$ cat src/rtl/weight_frame_uc.sv
// Frame-capture control unit: gathers {min, max, measured} bytes from uart_rx,
// loads them into the datapath register and checks min <= max.
module weight_frame_uc #(
  parameter int TIMEOUT_CYCLES = 17360
) (
  input  logic        clock,
  input  logic        reset,
  input  logic        enable,
  input  logic        rx_dv,
  input  logic [7:0]  rx_byte,
  input  logic        ack,
  output logic        reg_clear,
  output logic        reg_enable,
  output logic [23:0] reg_d,
  output logic        frame_done,
  output logic        frame_error,
  output logic [1:0]  error_code,
  output logic        overrun,
  output logic        busy,
  output logic [1:0]  byte_count,
  output logic [2:0]  state
);
  localparam int TW = $clog2(TIMEOUT_CYCLES);

  typedef enum logic [2:0] {
    IDLE  = 3'b000,
    RECV  = 3'b001,
    LOAD  = 3'b010,
    CHECK = 3'b011
  } state_t;

  state_t        state_q, state_d;
  logic [TW-1:0] timer_q, timer_d, timer_inc;
  logic [1:0]    cnt_q, cnt_d;
  logic [23:0]   frame_q, frame_d;
  logic [1:0]    err_q, err_d;
  logic          ovr_q, ovr_d;
  logic          clr_q, clr_d;
  logic          en_q, en_d;
  logic          done_q, done_d;
  logic          ferr_q, ferr_d;

  assign timer_inc = timer_q + TW'(1);

  // Pulses are registered on the transition into the cycle they belong to,
  // so reg_enable lands in LOAD and the verdict lands in CHECK.
  always_comb begin
    state_d = state_q;
    timer_d = timer_q;
    cnt_d   = cnt_q;
    frame_d = frame_q;
    err_d   = err_q;
    ovr_d   = ovr_q;
    clr_d   = 1'b0;
    en_d    = 1'b0;
    done_d  = 1'b0;
    ferr_d  = 1'b0;
    if (ack) ovr_d = 1'b0;
    case (state_q)
      IDLE: begin
        timer_d = '0;
        cnt_d   = 2'd0;
        if (enable && rx_dv) begin
          frame_d[23:16] = rx_byte;
          err_d          = 2'b00;
          cnt_d          = 2'd1;
          state_d        = RECV;
        end
      end
      RECV: begin
        if (!enable) begin
          state_d = IDLE;
          cnt_d   = 2'd0;
          timer_d = '0;
        end else if (rx_dv) begin
          timer_d = '0;
          if (cnt_q == 2'd1) begin
            frame_d[15:8] = rx_byte;
            cnt_d         = 2'd2;
          end else begin
            frame_d[7:0] = rx_byte;
            cnt_d        = 2'd3;
            en_d         = 1'b1;
            state_d      = LOAD;
          end
        end else if (timer_inc == TW'(TIMEOUT_CYCLES - 1)) begin
          ferr_d  = 1'b1;
          err_d   = 2'b01;
          cnt_d   = 2'd0;
          timer_d = '0;
          state_d = IDLE;
        end else begin
          timer_d = timer_inc;
        end
      end
      LOAD: begin
        if (rx_dv) ovr_d = 1'b1;
        if (frame_q[23:16] > frame_q[15:8]) begin
          clr_d  = 1'b1;
          ferr_d = 1'b1;
        end else begin
          done_d = 1'b1;
        end
        state_d = CHECK;
      end
      CHECK: begin
        if (rx_dv) ovr_d = 1'b1;
        if (clr_q) err_d = 2'b10;
        cnt_d   = 2'd0;
        state_d = IDLE;
      end
      default: state_d = IDLE;
    endcase
  end

  always_ff @(posedge clock or negedge reset) begin
    if (!reset) begin
      state_q <= IDLE;
      timer_q <= '0;
      cnt_q   <= 2'd0;
      frame_q <= 24'd0;
      err_q   <= 2'b00;
      ovr_q   <= 1'b0;
      clr_q   <= 1'b0;
      en_q    <= 1'b0;
      done_q  <= 1'b0;
      ferr_q  <= 1'b0;
    end else begin
      state_q <= state_d;
      timer_q <= timer_d;
      cnt_q   <= cnt_d;
      frame_q <= frame_d;
      err_q   <= err_d;
      ovr_q   <= ovr_d;
      clr_q   <= clr_d;
      en_q    <= en_d;
      done_q  <= done_d;
      ferr_q  <= ferr_d;
    end
  end

  assign reg_clear   = clr_q;
  assign reg_enable  = en_q;
  assign reg_d       = frame_q;
  assign frame_done  = done_q;
  assign frame_error = ferr_q;
  assign error_code  = err_q;
  assign overrun     = ovr_q;
  assign busy        = (state_q != IDLE);
  assign byte_count  = cnt_q;
  assign state       = state_q;
endmodule

$ cat config.mk
export PLATFORM = sky130hd
export DESIGN_NAME = weight_frame_uc
export DESIGN_NICKNAME = d
export VERILOG_FILES = /design/src/rtl/weight_frame_uc.sv
export SDC_FILE = /design/constraint.sdc
export NUM_CORES = 1
export LEC_CHECK = 0
export CAP_MARGIN = 25
export CORE_MARGIN = 8
export CORE_UTILIZATION = 28
export DETAILED_ROUTE_END_ITERATION = 16
export PLACE_DENSITY = 0.51
export SLEW_MARGIN = 20
export SYNTH_ARGS = -nofsm -noshare
export SYNTH_HDL_FRONTEND = slang
export SYNTH_SLANG_ARGS = --single-unit
$ cat constraint.sdc
create_clock -name clock -period 3.37 [get_ports clock]
set_input_delay 0.5055 -clock clock [delete_from_list [all_inputs] [get_ports clock]]
set_output_delay 0.5055 -clock clock [all_outputs]
set_load 0.005 [all_outputs]
Yosys cells after proc, flatten, opt, wreduce, memory -nomap -nowiden
Index checks and enable logic that the tools add are counted.
{ "totals": {"reg_bits": 51, "output_inout_bits": 37} }
{ "classes": {"n_addsub": 1, "n_lt_le_gt_ge": 1, "eq_ne": 12, "mux": 37, "bitwise_logic": 1, "reduce_logical": 12} }
{ "op_table": {"columns": ["cell", "n"], "rows": [
  ["15-bit two-way mux", 3],
  ["15-bit one-hot mux with 2 select lines", 1],
  ["1-bit two-way mux", 16],
  ["2-bit two-way mux", 8],
  ["15-bit by 1-bit adder with 15-bit output, second input constant", 1],
  ["15-bit == test, second input constant", 1],
  ["3-bit two-way mux", 5],
  ["2-bit one-hot mux with 3 select lines", 2],
  ["2-bit != test, second input constant", 5],
  ["3-bit one-hot mux with 3 select lines", 1],
  ["8-bit > comparator", 1],
  ["4-bit != test, second input constant", 2],
  ["4-bit AND reduction", 2],
  ["3-bit by 2-bit == test with 1-bit output, second input constant", 2],
  ["6-bit AND reduction", 1],
  ["3-bit nonzero test", 2],
  ["2-bit AND reduction", 2],
  ["3-bit by 1-bit == test with 1-bit output, second input constant", 1],
  ["3-bit logical NOT", 1],
  ["3-bit AND reduction", 1],
  ["2-bit by 1-bit == test with 1-bit output, second input constant", 1],
  ["1-bit one-hot mux with 2 select lines", 1],
  ["2-bit nonzero test", 1],
  ["2-bit OR reduction", 1],
  ["2 further kinds", 2]
]} }

Logic depth before layout (Yosys ltp)
Gate-level depths: netlist of the first run.
{ "depth": {"word_depth": 6, "depth_mapped": 9, "ltp_nobuf": 8} }

Worst setup path before layout of the first run
No wires, ideal clock.
{ "synth_timing": {"path_kind": "register to register", "startpoint": "register timer_q[0]", "endpoint": "register err_q[1], in the netlist error_code[1]", "arrival_time_ps": 2283, "t_required_ps": 3242, "slack_ps": 959, "path_stages_with_launch": 9, "path_buffers": 1, "period_less_slack_ps": 2411, "cell_sequence": "dfrtp_1 > ha_1 > buf_2 > inv_1 > or4_4 > mux2i_2 > nand4b_4 > nor4_4 > mux2_1"} }
{ "synth_between": {"elab_chain_len": 4} }
{ "synth_rtl": {"columns": ["element", "line_no", "text"], "rows": [
  ["start: declaration", "33", "logic [TW-1:0] timer_q, timer_d, timer_inc;"],
  ["start signal: assignment", "130", "timer_q <= timer_d;"],
  ["15-bit by 1-bit adder with 15-bit output", "43", "assign timer_inc = timer_q + TW'(1);"],
  ["15-bit == test", "86", "end else if (timer_inc == TW'(TIMEOUT_CYCLES - 1)) begin"],
  ["2-bit != test (no line)", null, null],
  ["6-bit AND reduction (no line)", null, null],
  ["end signal: assignment", "133", "err_q <= err_d;"],
  ["end: declaration", "36", "logic [1:0] err_q, err_d;"]
]} }
No other way between the ends.
A chain may end at the register's enable or synchronous reset.

Worst setup path in the final report of the first run
Same ends and word-level chain as after synthesis.

==> metrics.cfg, run 1 <==
[synth]
ys.flop_type=dfrtp_1
yosys.area_share.simple_pct=18.2
synthArstFlopShare_pct=100
ys_warn_count=0
ys_ff_latch=50
synthDistinctLibCells=47
synth_compound_area_share_pct=13.3
synth_edf_count=0
synth_area_um2=2740
yosys.area_share.adder_pct=6.86
synthXorXnorAreaFrac_pct=0.960
synth_top_family_by_area=simple AND/OR/NAND/NOR gates
netlist_instances=273
synth.net_count=301
seq_area_frac_synth_pct=45.7
postSynthAreaPerCell_um2=10.0
synthMuxAreaShare_pct=9.79

[clocking]
post_cts_buffers=0
cts_root_buf=clkbuf_8
htreeDepth=2
clkTransAtPathRegs_ps=90
clockBufferDepth=2
cts_buffers=5
cts_resized=0
cts.sinks=50
holdBufCountCts=0
cts_tree=built
clk_latency_ps=300

[routing]
viasPerCell=4.70
drt_iter0_drc=75
drt-total-wl_mm=6.89
wl_met2_mm=3.38
ant_nets=0
post_drt_wl_per_cell_um=15.1
first_pass_iters=4
highest_layer=met4
wl_met3_um=489
drc=0
dr_total_vias=2145
met1Wirelength_mm=2.98

[layout]
diodes=0
drive_gt1_share_pct=11.8
area_growth_pct=27.0
fin_nets=350
postLayoutCoreUtil_pct=36.1

[setup_path]
critPathCaptureType=flip-flop
worstSetupPathType=flip-flop to flip-flop
worstPathRequired_ps=3550
r2r_setup_slack_ps=580
endpoint=error_code[1]
worstSetupStartpoint=timer_q[0]
worstReg2RegEnd=error_code[1]
critical_path.startpoint_type=flip-flop
arrival_ps=2980
reg2reg_from=timer_q[0]
rr_worst_depth=7
cp_max_fo=14

[timing]
maxSlewHeadroom_pct=51.9
tightestPinTransition_ps=721
min_period_ps=2790
fin_ws_ps=577
finalSetupViolCount=0
fin_setup_tns_ps=0
finalCritPeriodShare_pct=82.9
hold_violations=0
timing.fmax_mhz=358
fin_worst_skew_ps=6.91
drv_slew=0
grt_setup_unrepaired=no

[job]
maxCapViolCount=0

[floorplan]
placeableCoreArea_um2=9640
io_pins=50
die_h_um=115
rows=36
dieWidth_um=115
die_area_um2=13200
initial_utilization_pct=28.4

[global_routing]
grtUsageTotal_pct=10.8
grt_antenna_before_repair=0
grt_max_degree=32
grt_overflow_total=0
grt_pass1_vias=2287
grt_pass1_wl_mm=11.6

[placed_design]
dpl.hpwl_mm=5.07
gp_congestion=0.833
portBuffers=48
dp_slack_ps=584

[pwr]
p_leak_nw=1.49
cellPowerDensity_nw_per_um2=723
max-vdd-ir-drop_v=0.000312

[status]
status=completed

[worst_hold_path]
hold_class=primary input to async pin

[synth_stat cells (4+ instances only)]
cell,number,area share (%)
inv_1,23,3.2
ha_1,15,6.9
a31oi_1,8,1.8
o22ai_1,6,1.4
dfrtp_1,50,46
nand4_1,5,1.1
nor2_1,12,1.6
nand2_1,26,3.6
o21a_1,4,1.1
nor2b_1,4,0.91
mux2i_1,4,1.5
o21ai_0,17,3.1
clkbuf_1,5,0.69
mux2_2,17,7.0
nand2b_1,4,0.91
a21oi_1,9,1.6
nand3_1,16,2.9
buf_2,5,0.91
[where the power goes]
part,internal [W],total [W],switching (W)
clock,0.000222,0.000416,0.000194
sequential,0.000790,0.000936,0.000146
combinational,0.000656,0.00116,0.000504
total,0.00167,0.00251,0.000843
[cells by family after synthesis]
kind of cell | count (synthesis)
other cells | 1
simple gates | 89
flops | 50
compound gates | 57
fa+ha+maj | 15
mux | 24
buf+inv | 34
xor+xnor | 3
[routing by layer]
metal	vias to the layer above	global-route usage [%]
li1	1065	-
met1	1037	12.5
met2	39	18.5
met3	4	4.31
met4	0	2.45
met5	-	0
[cells in the final DEF (no fill, tap or decap), types with 2 or more instances in the layout]
cell,instances
nand2b_1,4
nor3_1,3
nand3_1,16
nor2b_1,4
a21o_1,2
or3_1,2
o21a_1,4
mux2_1,2
dfrtp_1,50
and2_1,3
a21oi_1,9
and4_1,3
buf_4,5
xor2_1,3
mux2i_1,4
nor2_1,12
a31oi_1,8
o31ai_1,2
nor4_1,2
clkdlybuf4s50_1,47
o21bai_1,2
ha_1,15
nand4_1,5
mux2_2,17
clkbuf_1,2
inv_1,23
o21ai_0,17
o22ai_1,6
clkbuf_8,5
nand2_1,26
[layout make-up]
class                           count  area [um^2]
Clock inverter                      1         30.0
Timing Repair Buffer               53          513
Multi-Input combinational cell    189         1350
Inverter                           23         86.3
Clock buffer                        7         76.3
Fill cell                        1004         6160
Tap cell                          133          166
Sequential cell                    50         1250
[metrics by stage]
stage	instance area, um^2	hold WS, ps	cells	power (W)
after floorplan	2740	210	273	0.00150
after global placement	3370	492	448	0.00212
after detailed placement	3370	500	448	0.00213
after CTS	3480	286	456	0.00256
after global routing	3480	312	456	0.00272
final	3480	255	456	0.00251
[sequential cells by signal, indices dropped and copies added, names as in the netlist]
name and cells:
error_code 2, reg_clear 1, frame_done 1, timer_q 15, reg_enable 1, overrun 1, byte_count 2, state 2
frame_error 1, reg_d 24
[how the worst min path moves through the flow]
stage	endpoint	startpoint	slack [ps]	depth (start not counted)
floorplan	byte_count[0]	reset	210	0
global placement	reg_d[2]	reg_d[2]	490	1
detailed placement	reg_d[3]	reg_d[3]	500	1
CTS	reg_d[15]	reset	290	1
global route	timer_q[3]	reset	310	1
finish	timer_q[3]	reset	260	1
[worst max-delay path: stages (launching register included)]
cell,delay [ps]
dfrtp_1,440
ha_1,360
inv_1,140
or4_4,570
mux2i_2,230
nand4b_4,270
nor4_4,320
mux2_1,350
Power figures use the tool's default switching activity.
==> run 2: changes to the inputs <==
==> constraint.sdc (replaced) <==
create_clock -name clock -period 2.7 [get_ports clock]
set_input_delay 0.405 -clock clock [delete_from_list [all_inputs] [get_ports clock]]
set_output_delay 0.405 -clock clock [all_outputs]
set_load 0.005 [all_outputs]
==> run 2 against run 1 <==
  * Final cell count is 1.8% higher
  * Combinational power rose by 26%
  * Non-clock buffer count is 8 higher
  * Global-route usage grew 0.31 points
  * Sequential power grew 24%
  * Critical path type unchanged
  * Largest power group unchanged
  * Worst hold slack worse by 240 ps
  * Critical endpoint unchanged
  * Clock skew fell by 2.0 ps
  * Total power is 30% higher
==> metrics.cfg, run 2 (same netlist as run 1, synthesis figures left out) <==
[layout]
drive_gt1_share_pct=14.8
area_growth_pct=30.6
largest_register_ffs=24
nFillCells=999
layout_common_cells=dfrtp_1, clkdlybuf4s50_1, nand2_1
postLayoutCoreUtil_pct=37.1
fin_nets=358
diodes=0
final_common_cell=dfrtp_1

[global_routing]
grt_pass1_vias=2348
grt_overflow_total=0
grt_max_degree=20
grt_antenna_before_repair=0
grt_pass1_wl_mm=11.8
grtUsageTotal_pct=11.2

[clocking]
cts.sinks=50
cts_root_buf=clkbuf_8
clkTransAtPathRegs_ps=100
clockBufferDepth=2
htreeDepth=2
clk_latency_ps=300
cts_buffers=5
cts_tree=built
post_cts_buffers=0

[pwr]
sw_frac_of_total_pct=32.6
cellPowerDensity_nw_per_um2=916
total_power_w=0.00327
max-vdd-ir-drop_v=0.000444
power.switching_w=0.00107
pwr-share-comb_pct=44.7
p_seq_share_pct=35.3
power_frac_clock_pct=20.0
p_leak_nw=1.55
internal_power_w=0.00221

[timing]
hold_violations=0
fin_setup_tns_ps=0
finalCritPeriodShare_pct=93.8
min_period_ps=2530
timing.fmax_mhz=395
fin_worst_skew_ps=4.92
drv_slew=0
finalSetupViolCount=0
grt_setup_unrepaired=no
maxSlewHeadroom_pct=66.7
tightestPinTransition_ps=498

[setup_path]
r2r_setup_slack_ps=170
critPathCaptureType=flip-flop
critical_path.startpoint_type=flip-flop
cp_max_fo=6
worstSetupPathType=flip-flop to flip-flop
worstPathRequired_ps=2900
arrival_ps=2730

[routing]
post_drt_wl_per_cell_um=14.9
drt_iter0_drc=72
ant_nets=0
viasPerCell=4.70
drc=0
first_pass_iters=4
drt-total-wl_mm=6.91
dr_total_vias=2182

[placed_design]
dpl.hpwl_mm=5.12
portBuffers=48
gp_congestion=0.841

[status]
status=completed

[floorplan]
die_h_um=115
placeableCoreArea_um2=9640
dieWidth_um=115
rows=36
io_pins=50
initial_utilization_pct=28.4
die_area_um2=13200

[worst_hold_path]
hold_class=primary input to async pin

[job]
maxCapViolCount=0

run 2: cell count changes in the layout (fill, tap and decap cells not counted), sizes merged:
| cell | previous run | this run |
|---|---|---|
| clkbuf | 7 | 6 |
| bufinv | 1 | 2 |
| buf | 6 | 14 |
run 2: power groups by stage:
stage	combinational, W	clock [W]	sequential, W
CTS	0.00149	0.000682	0.00116
global placement	0.00148	0	0.00117
global route	0.00163	0.000706	0.00120
floorplan	0.000700	0	0.00117
detailed placement	0.00148	0	0.00117
finish	0.00146	0.000656	0.00116
run 2: final cells by class:
class / count / area [um^2] / area share, %
Timing Repair Buffer: 61 / 573 / 16.0
Tap cell: 133 / 166 / 4.66
Inverter: 23 / 86.3 / 2.42
Sequential cell: 50 / 1250 / 35.0
Clock buffer: 6 / 82.6 / 2.31
Multi-Input combinational cell: 189 / 1360 / 37.9
Clock inverter: 2 / 60.1 / 1.68
run 2: repair_timing:
item	in CTS	in global routing
setup endpoints to repair	0	4
resized for setup	0	1
hold buffers	0	0
run 2: worst max-delay path: stages (launching register included):
cell and delay [ps]:
dfrtp_1 440, ha_2 270, inv_1 100, or4_4 570, mux2i_2 240, nand4b_4 180
nor4_4 270, mux2_1 350
run 2: layer usage:
layer  up-vias  GRT usage [%]  wire, um
li1       1085              -         -
met1      1052           13.2      3090
met2        40           18.9      3330
met3         5           4.15       438
met4         0           2.10        50
met5         -              0         0
run 2: stage by stage:
stage	setup WS [ps]	std cells	cell area, um^2	hold WS, ps
after floorplan	289	273	2740	109
after global placement	225	456	3430	358
after detailed placement	116	456	3430	361
after CTS	96.4	464	3570	21.8
after global routing	21.0	464	3570	40.5
final	167	464	3570	15.8
run 2: final timing paths:
path	from	to	cells past startpoint
setup / recovery	timer_q[1]	error_code[1]	7
hold / removal	reset	timer_q[3]	1
setup reg to reg	timer_q[1]	error_code[1]	7
hold reg to reg	reg_d[1]	reg_d[1]	1
max in group asynchronous	reset	reg_d[6]	2
min in group clock	reg_d[1]	reg_d[1]	1
